### src/rtl/tube_pkg.sv
// Shared constants for the tube scan driver: segment codes and bit positions.
package tube_pkg;

  // Segment codes, [6:0] = g..a active-high, [7] = dp active-low (1 = off).
  localparam logic [7:0] SEG_0     = 8'b1011_1111;
  localparam logic [7:0] SEG_1     = 8'b1000_0110;
  localparam logic [7:0] SEG_2     = 8'b1101_1011;
  localparam logic [7:0] SEG_3     = 8'b1100_1111;
  localparam logic [7:0] SEG_4     = 8'b1110_0110;
  localparam logic [7:0] SEG_5     = 8'b1110_1101;
  localparam logic [7:0] SEG_6     = 8'b1111_1101;
  localparam logic [7:0] SEG_7     = 8'b1000_0111;
  localparam logic [7:0] SEG_8     = 8'b1111_1111;
  localparam logic [7:0] SEG_9     = 8'b1110_1111;
  localparam logic [7:0] SEG_BLANK = 8'b1000_0000;

  localparam int unsigned DP_BIT = 7;

endpackage

### src/rtl/tube_seg_decode.sv
// Combinational BCD + decimal point + blank to 8-bit tube segment code.
module tube_seg_decode
  import tube_pkg::*;
(
  input  logic [3:0] bcd_i,
  input  logic       dp_i,
  input  logic       blank_i,
  output logic [7:0] seg_o
);

  // Blank overrides everything, including the decimal point.
  always_comb begin
    seg_o = SEG_BLANK;
    if (!blank_i) begin
      case (bcd_i)
        4'd0:    seg_o = SEG_0;
        4'd1:    seg_o = SEG_1;
        4'd2:    seg_o = SEG_2;
        4'd3:    seg_o = SEG_3;
        4'd4:    seg_o = SEG_4;
        4'd5:    seg_o = SEG_5;
        4'd6:    seg_o = SEG_6;
        4'd7:    seg_o = SEG_7;
        4'd8:    seg_o = SEG_8;
        4'd9:    seg_o = SEG_9;
        default: seg_o = SEG_BLANK;
      endcase
      if (dp_i) seg_o[DP_BIT] = 1'b0;
    end
  end

endmodule

### src/rtl/tube_scan_driver.sv
// Multiplexed 7-segment scan driver: double-buffered digits, leading-zero
// blanking, per-digit blink and a guard interval against ghosting.
module tube_scan_driver
  import tube_pkg::*;
#(
  parameter int unsigned DIGITS       = 8,
  parameter int unsigned SCAN_DIV     = 50000,
  parameter int unsigned GUARD        = 16,
  parameter int unsigned BLINK_FRAMES = 64
) (
  input  logic                  clk,
  input  logic                  rst_n,
  input  logic [4*DIGITS-1:0]   digits_bcd,
  input  logic [DIGITS-1:0]     dp_mask,
  input  logic [DIGITS-1:0]     blink_mask,
  input  logic                  lz_en,
  input  logic                  load,
  output logic [7:0]            tube_value,
  output logic [DIGITS-1:0]     tube_select,
  output logic                  frame_done
);

  localparam int unsigned PW = $clog2(SCAN_DIV);
  localparam int unsigned IW = $clog2(DIGITS);
  localparam int unsigned FW = (BLINK_FRAMES > 1) ? $clog2(BLINK_FRAMES) : 1;

  logic [PW-1:0]          presc_q, presc_d;
  logic [IW-1:0]          idx_q, idx_d;
  logic [FW-1:0]          frame_cnt_q, frame_cnt_d;
  logic                   blink_on_q, blink_on_d;
  logic                   pending_q, pending_d;

  logic [4*DIGITS-1:0]    stg_digits_q, stg_digits_d;
  logic [DIGITS-1:0]      stg_dp_q, stg_dp_d;
  logic [DIGITS-1:0]      stg_blink_q, stg_blink_d;
  logic                   stg_lz_q, stg_lz_d;

  logic [4*DIGITS-1:0]    act_digits_q, act_digits_d;
  logic [DIGITS-1:0]      act_dp_q, act_dp_d;
  logic [DIGITS-1:0]      act_blink_q, act_blink_d;
  logic                   act_lz_q, act_lz_d;

  logic [7:0]             tube_value_q, tube_value_d;
  logic [DIGITS-1:0]      tube_select_q, tube_select_d;
  logic                   frame_done_q, frame_done_d;

  logic                   slot_wrap, frame_wrap;
  logic [DIGITS-1:0]      lz_blank;
  logic                   lz_run;
  logic [3:0]             cur_bcd;
  logic                   cur_dp, cur_blank;
  logic [7:0]             cur_seg;

  // Scan counters: prescaler within a slot, digit index, blink frame counter.
  always_comb begin
    slot_wrap   = (presc_q == PW'(SCAN_DIV - 1));
    frame_wrap  = slot_wrap && (idx_q == IW'(DIGITS - 1));
    presc_d     = presc_q + PW'(1);
    idx_d       = idx_q;
    frame_cnt_d = frame_cnt_q;
    blink_on_d  = blink_on_q;
    if (slot_wrap) begin
      presc_d = '0;
      idx_d   = frame_wrap ? '0 : idx_q + IW'(1);
    end
    if (frame_wrap) begin
      if (frame_cnt_q == FW'(BLINK_FRAMES - 1)) begin
        frame_cnt_d = '0;
        blink_on_d  = ~blink_on_q;
      end else begin
        frame_cnt_d = frame_cnt_q + FW'(1);
      end
    end
  end

  // Double buffer: loads land in staging, commit to active only on a frame
  // boundary so a frame never mixes old and new digits.
  always_comb begin
    stg_digits_d = stg_digits_q;
    stg_dp_d     = stg_dp_q;
    stg_blink_d  = stg_blink_q;
    stg_lz_d     = stg_lz_q;
    act_digits_d = act_digits_q;
    act_dp_d     = act_dp_q;
    act_blink_d  = act_blink_q;
    act_lz_d     = act_lz_q;
    pending_d    = pending_q;
    if (load) begin
      stg_digits_d = digits_bcd;
      stg_dp_d     = dp_mask;
      stg_blink_d  = blink_mask;
      stg_lz_d     = lz_en;
      pending_d    = 1'b1;
    end
    if (frame_wrap) begin
      if (load) begin
        // Boundary-coincident load bypasses staging straight into the new frame.
        act_digits_d = digits_bcd;
        act_dp_d     = dp_mask;
        act_blink_d  = blink_mask;
        act_lz_d     = lz_en;
        pending_d    = 1'b0;
      end else if (pending_q) begin
        act_digits_d = stg_digits_q;
        act_dp_d     = stg_dp_q;
        act_blink_d  = stg_blink_q;
        act_lz_d     = stg_lz_q;
        pending_d    = 1'b0;
      end
    end
  end

  // Leading-zero blanking: a digit is blank while it and all higher digits are
  // zero without a decimal point. Digit 0 always shows.
  always_comb begin
    lz_blank = '0;
    lz_run   = act_lz_d;
    for (int i = DIGITS - 1; i >= 1; i--) begin
      lz_run      = lz_run && (act_digits_d[4*i +: 4] == 4'd0) && !act_dp_d[i];
      lz_blank[i] = lz_run;
    end
  end

  // Outputs are computed from next-state so the registered pins line up with
  // the counters they describe.
  always_comb begin
    cur_bcd       = act_digits_d[{idx_d, 2'b00} +: 4];
    cur_dp        = act_dp_d[idx_d];
    cur_blank     = lz_blank[idx_d] | (~blink_on_d & act_blink_d[idx_d]);
    tube_select_d = '1;
    if (32'(presc_d) >= GUARD) tube_select_d[idx_d] = 1'b0;
    tube_value_d  = cur_seg;
    frame_done_d  = frame_wrap;
  end

  tube_seg_decode u_seg_decode (
    .bcd_i   (cur_bcd),
    .dp_i    (cur_dp),
    .blank_i (cur_blank),
    .seg_o   (cur_seg)
  );

  // State and registered outputs.
  always_ff @(posedge clk or negedge rst_n) begin
    if (!rst_n) begin
      presc_q       <= '0;
      idx_q         <= '0;
      frame_cnt_q   <= '0;
      blink_on_q    <= 1'b1;
      pending_q     <= 1'b0;
      stg_digits_q  <= '0;
      stg_dp_q      <= '0;
      stg_blink_q   <= '0;
      stg_lz_q      <= 1'b0;
      act_digits_q  <= '0;
      act_dp_q      <= '0;
      act_blink_q   <= '0;
      act_lz_q      <= 1'b0;
      tube_value_q  <= SEG_BLANK;
      tube_select_q <= '1;
      frame_done_q  <= 1'b0;
    end else begin
      presc_q       <= presc_d;
      idx_q         <= idx_d;
      frame_cnt_q   <= frame_cnt_d;
      blink_on_q    <= blink_on_d;
      pending_q     <= pending_d;
      stg_digits_q  <= stg_digits_d;
      stg_dp_q      <= stg_dp_d;
      stg_blink_q   <= stg_blink_d;
      stg_lz_q      <= stg_lz_d;
      act_digits_q  <= act_digits_d;
      act_dp_q      <= act_dp_d;
      act_blink_q   <= act_blink_d;
      act_lz_q      <= act_lz_d;
      tube_value_q  <= tube_value_d;
      tube_select_q <= tube_select_d;
      frame_done_q  <= frame_done_d;
    end
  end

  assign tube_value  = tube_value_q;
  assign tube_select = tube_select_q;
  assign frame_done  = frame_done_q;

endmodule

### config.mk
export PLATFORM = sky130hd
export DESIGN_NAME = tube_scan_driver
export DESIGN_NICKNAME = d
export VERILOG_FILES = /design/src/rtl/tube_pkg.sv /design/src/rtl/tube_seg_decode.sv /design/src/rtl/tube_scan_driver.sv
export SDC_FILE = /design/constraint.sdc
export NUM_CORES = 1
export LEC_CHECK = 0
export BUFFER_PORTS_ARGS = -buffer_cell sky130_fd_sc_hd__buf_2
export CAP_MARGIN = 15
export CELL_PAD_IN_SITES_DETAIL_PLACEMENT = 2
export CELL_PAD_IN_SITES_GLOBAL_PLACEMENT = 2
export CORE_MARGIN = 2
export CORE_UTILIZATION = 35
export DETAILED_ROUTE_END_ITERATION = 10
export PLACE_DENSITY_LB_ADDON = 0.05
export SYNTH_ARGS = -nofsm -noshare
export SYNTH_HDL_FRONTEND = slang
export SYNTH_SLANG_ARGS = --single-unit
### constraint.sdc
create_clock -name clk -period 3.7 [get_ports clk]
set_input_delay 0.185 -clock clk [delete_from_list [all_inputs] [get_ports clk]]
set_output_delay 0.185 -clock clk [all_outputs]
set_load 0.03 [all_outputs]
==> impl_results.html <==
<table>
<tr><th>Metric</th><th>Value</th></tr>
<tr><th colspan="2">Status</th></tr>
<tr><td>Outcome</td><td>finished clean</td></tr>
<tr><th colspan="2">Route</th></tr>
<tr><td>WL final</td><td>a little over 20000 um</td></tr>
<tr><td>DRC marker count from the first detailed-route iteration</td><td>120</td></tr>
<tr><td>Routed vias</td><td>just under 5000</td></tr>
<tr><td>Post-DR vias/cell</td><td>5.24</td></tr>
<tr><td>Wire length per cell after detailed routing</td><td>21.7 um</td></tr>
<tr><td>Count of TritonRoute iterations in the first routing pass</td><td>4</td></tr>
<tr><td>Final ANT Viol Nets</td><td>0</td></tr>
<tr><td>Count of unresolved DRC violations after routing</td><td>0</td></tr>
<tr><th colspan="2">Final layout</th></tr>
<tr><td>Fillcell total</td><td>1868</td></tr>
<tr><td>Non-filler instance count after layout</td><td>935</td></tr>
<tr><td>Utilization of the core after routing</td><td>around 45%</td></tr>
<tr><td>Antenna cell count</td><td>0</td></tr>
<tr><td>Area Growth Syn to Fin</td><td>24.8%</td></tr>
<tr><td>Fraction of layout instances using a drive strength above 1</td><td>31.4%</td></tr>
<tr><td>Net count, final</td><td>753</td></tr>
<tr><th colspan="2">Clocking</th></tr>
<tr><td>Buffer depth of the longest clock path</td><td>2</td></tr>
<tr><td>Number of buffers added by the clock tree synthesis step</td><td>17</td></tr>
<tr><td>Clock-pin slew of the registers on the worst-case setup and hold paths</td><td>0.06 ns</td></tr>
<tr><td>Clock root buffer</td><td>clkbuf_16</td></tr>
<tr><td>Clock Sink Count</td><td>142</td></tr>
<tr><td>TritonCTS clock tree</td><td>built</td></tr>
<tr><td>Clock latency on the worst-skew pair</td><td>around 0.44 ns</td></tr>
<tr><td>H-Tree Depth</td><td>4</td></tr>
<tr><th colspan="2">Pwr</th></tr>
<tr><td>Comb power frac</td><td>about 5.1%</td></tr>
<tr><td>Overall power after layout</td><td>3.72 mW</td></tr>
<tr><td>Power Internal</td><td>about 2.9 mW</td></tr>
<tr><td>Switching part of the total power</td><td>21.8%</td></tr>
<tr><td>Pleak</td><td>3.74 nW</td></tr>
<tr><td>Net switching power of the design</td><td>0.810 mW</td></tr>
<tr><td>Largest vdd supply drop</td><td>0.291 mV</td></tr>
<tr><td>Total power per unit cell area</td><td>455 nW/um^2</td></tr>
<tr><td>Clock share of power</td><td>51.3%</td></tr>
<tr><td>Power share of the sequential group</td><td>between 40% and 50%</td></tr>
<tr><th colspan="2">Yosys</th></tr>
<tr><td>Synth top area cells</td><td>dfrtp_1, mux2_2, nand2_1</td></tr>
<tr><td>Synth Area per Inst</td><td>11.2 um^2</td></tr>
<tr><td>Cell type with the largest total area after synthesis</td><td>dfrtp_1</td></tr>
<tr><td>Post-synthesis async set-or-reset flop share</td><td>100%</td></tr>
<tr><td>Distinct cell type count of the synthesized netlist</td><td>60</td></tr>
<tr><td>EDFF count, synth</td><td>0</td></tr>
<tr><td>Syn Inst Count</td><td>583</td></tr>
<tr><td>Post-synthesis instance area</td><td>6540 um^2</td></tr>
<tr><td>Net count after synthesis</td><td>between 600 and 700</td></tr>
<tr><td>Flip-flop and latch count after synthesis</td><td>142</td></tr>
<tr><td>Top FF cell, synth</td><td>dfrtp_1</td></tr>
<tr><td>Total number of yosys warnings</td><td>0</td></tr>
<tr><td>Proportion of netlist area held by the largest area contributor</td><td>just over 50%</td></tr>
<tr><td>Share of synthesized area occupied by flip-flops and latches</td><td>54.5%</td></tr>
<tr><th colspan="2">STA</th></tr>
<tr><td>Setup clock skew after layout</td><td>0.0115 ns</td></tr>
<tr><td>Highest Clock Rate</td><td>284 MHz</td></tr>
<tr><td>Minimum clock period</td><td>around 3.5 ns</td></tr>
<tr><td>Worst setup margin</td><td>0.176 ns</td></tr>
<tr><td>RSZ-0062 raised after global routing</td><td>no</td></tr>
<tr><td>Max-Slew Margin vs Limit</td><td>34.8%</td></tr>
<tr><td>Setup violators final</td><td>0</td></tr>
<tr><td>Final count of hold timing violations</td><td>0</td></tr>
<tr><td>Pin slew with the least headroom to its limit</td><td>slightly below 1 ns</td></tr>
<tr><td>Fin Setup TNS</td><td>0 ns</td></tr>
<tr><td>Final Max Tran Viols</td><td>0</td></tr>
<tr><td>Final clock period utilization by the worst path</td><td>95.2%</td></tr>
<tr><th colspan="2">Worst setup path</th></tr>
<tr><td>Slowest stage cell on the critical path</td><td>dfrtp_1</td></tr>
<tr><td>Ordered list of cells on the worst path</td><td>ha_1 -&gt; ha_1 -&gt; and4_1 -&gt; and4_1 -&gt; and2_2 -&gt; buf_6 -&gt; mux2_2 -&gt; nor4_1 -&gt; o21ai_0 -&gt; a211oi_2 -&gt; a31oi_4 -&gt; nor2b_1</td></tr>
<tr><td>Critical Path Source Type</td><td>flip-flop</td></tr>
<tr><td>Critical path peak fanout</td><td>17</td></tr>
<tr><td>Element type at the critical path end</td><td>flip-flop</td></tr>
<tr><td>Required time at the endpoint of the critical path</td><td>4.02 ns</td></tr>
<tr><td>CP Class</td><td>flip-flop to flip-flop</td></tr>
<tr><td>Longest individual stage delay on the worst path</td><td>0.44 ns</td></tr>
<tr><td>Cell family with the largest share of critical-path delay</td><td>simple AND/OR/NAND/NOR gates</td></tr>
<tr><td>Critical Path AT</td><td>around 3.8 ns</td></tr>
<tr><td>Worst path buffer plus inverter count</td><td>1</td></tr>
<tr><th colspan="2">Global route</th></tr>
<tr><td>Number of global-route vias before repair</td><td>5605</td></tr>
<tr><td>First-pass GRT wire length</td><td>32300 um</td></tr>
<tr><td>Pin count of the biggest net entering global routing</td><td>101</td></tr>
<tr><td>Antenna violations before repair</td><td>0</td></tr>
<tr><td>Overall global routing resource usage</td><td>between 20 and 25%</td></tr>
<tr><td>Gr ovfl total</td><td>0</td></tr>
<tr><th colspan="2">Place</th></tr>
<tr><td>Placed Instances</td><td>~900</td></tr>
<tr><td>Final weighted congestion of routability-driven global placement</td><td>0.876</td></tr>
<tr><td>Sum of net half-perimeters after detailed placement</td><td>14400 um</td></tr>
<tr><td>Port Buffers</td><td>68</td></tr>
<tr><td>Worst-case setup slack after placement</td><td>-0.101 ns</td></tr>
<tr><th colspan="2">Floorplanning</th></tr>
<tr><td>Die span in x</td><td>141 um</td></tr>
<tr><td>Floorplan die height</td><td>between 100 and 150 um</td></tr>
<tr><td>Number of core rows</td><td>49</td></tr>
<tr><td>Starting Density</td><td>36.0%</td></tr>
<tr><td>Core Footprint</td><td>18100 um^2</td></tr>
<tr><td>Overall die area</td><td>19800 um^2</td></tr>
<tr><td>I/O pins</td><td>69</td></tr>
<tr><th colspan="2">Run</th></tr>
<tr><td>Max capacitance violation total</td><td>0</td></tr>
<tr><th colspan="2">Worst hold path</th></tr>
<tr><td>Hold WC Path Type</td><td>input port to flip-flop</td></tr>
</table>
## registers in the layout (all words and copies together) (netlist names), 3 cells and up
register and cells:
act_blink_q 8, act_digits_q 32, act_dp_q 8, frame_cnt_q 6
idx_q 3, presc_q 16, stg_blink_q 8, stg_digits_q 32
stg_dp_q 8, tube_select 8, tube_value 8
## stage by stage
| step | hold slack (ns) | cell area, um^2 |
|---|---|---|
| floorplan | -0.111 | 6540 |
| global placement | 0.363 | 7260 |
| detailed placement | 0.386 | 7260 |
| CTS | 0.000689 | 8110 |
| global route | 0.00154 | 8160 |
| finish | 0.0132 | 8160 |
## per-layer routing
layer / global-route usage [%] / routed length [um] / up-vias
met1: 27.6 / 9190 / 2511
met4: 7.47 / 422 / 0
met2: 36.2 / 9950 / 89
met3: 5.33 / 748 / 29
li1: - / - / 2271
met5: 0 / 0 / -
## power groups by stage
stage	clock network, mW	logic, mW	registers (mW)
floorplan	0	0.0856	1.64
global placement	0	0.174	1.65
detailed placement	0	0.181	1.65
CTS	1.95	0.196	1.62
global route	2.01	0.211	1.63
finish	1.91	0.188	1.62
## synth_stat cells, types with 9 or more instances
cell     count
nor4_1      17
inv_1       19
nand2_1     76
mux2i_1     18
mux2_2      56
xor2_1      10
dfstp_2     10
nor2_1      52
nand3_1     10
nor3_1       9
xnor2_1      9
buf_2       12
o21ai_0     13
dfrtp_1    132
## final timing paths
check                              startpoint                          to  slack (ns)  cells after the start
hold reg to reg            act_lz_q$_DFF_PN0_          act_lz_q$_DFF_PN0_        0.48                      2
setup reg to reg           idx_q[0]$_DFF_PN0_     tube_value[1]$_DFF_PN0_        0.18                     12
hold / removal                     dp_mask[4]     stg_dp_q[4]$_DFFE_PN0P_        0.01                      2
min in group asynchronous               rst_n  frame_cnt_q[4]$_DFFE_PN0N_        0.42                      2
setup / recovery           idx_q[0]$_DFF_PN0_     tube_value[1]$_DFF_PN0_        0.18                     12
max in group asynchronous               rst_n    tube_select[5]$_DFF_PN1_        2.27                      3
## worst register-to-register path, cell delays in order, from the launching register on
cell and delay (ns):
dfrtp_1 0.44, ha_1 0.19, ha_1 0.18, and4_1 0.20, and4_1 0.26, and2_2 0.24, buf_6 0.21, mux2_2 0.41
nor4_1 0.29, o21ai_0 0.21, a211oi_2 0.39, a31oi_4 0.20, nor2b_1 0.17
## logic make-up (layout without fill, tap and decap cells)
family | count (synthesis) | after routing | share of synthesized area (%)
adders and majority gates | 8 | 8 | 1.53
DFF | 142 | 142 | 54.5
buffers and inverters | 45 | 168 | 3.21
and+or+nand+nor | 225 | 225 | 17.4
xor gates and xnor gates | 19 | 19 | 2.54
AOI/OAI and AO/OA | 64 | 64 | 7.02
muxes | 80 | 80 | 13.7
## placed cells by master (no fill, tap or decap), drive strengths merged, types with 5 or more instances in the layout
cell / n
buf: 98
dlygate4sd3: 18
dfstp: 10
or3: 5
nand4: 9
xor2: 10
nand2: 76
a22oi: 8
and2: 6
a21oi: 8
xnor2: 9
clkbuf: 22
or2: 7
o21ai: 14
nand2b: 5
nor3: 9
dfrtp: 132
nand3: 10
inv: 21
ha: 8
mux2: 60
and3: 8
mux2i: 20
nor4: 18
nor2: 52
a31oi: 9
nor2b: 6
## final cells by class
| cell class | instances | area (um^2) | area share [%] |
|---|---|---|---|
| sequential | 142 | 3570 | 43.7 |
| multi-input combinational | 396 | 2810 | 34.5 |
| timing repair buffer | 116 | 768 | 9.41 |
| clock buffer | 22 | 494 | 6.06 |
| tap | 229 | 287 | 3.51 |
| clock inverter | 10 | 156 | 1.92 |
| inverter | 20 | 75.1 | 0.920 |
## repair_timing
action / CTS / global route
hold buffers: 18 / 0
setup buffers: 0 / 2
setup endpoints to repair: 6 / 8
resized for setup: 3 / 10
pin swaps: 0 / 2
hold endpoints to repair: 113 / 0
No activity file was read; power rests on OpenSTA's default activity.
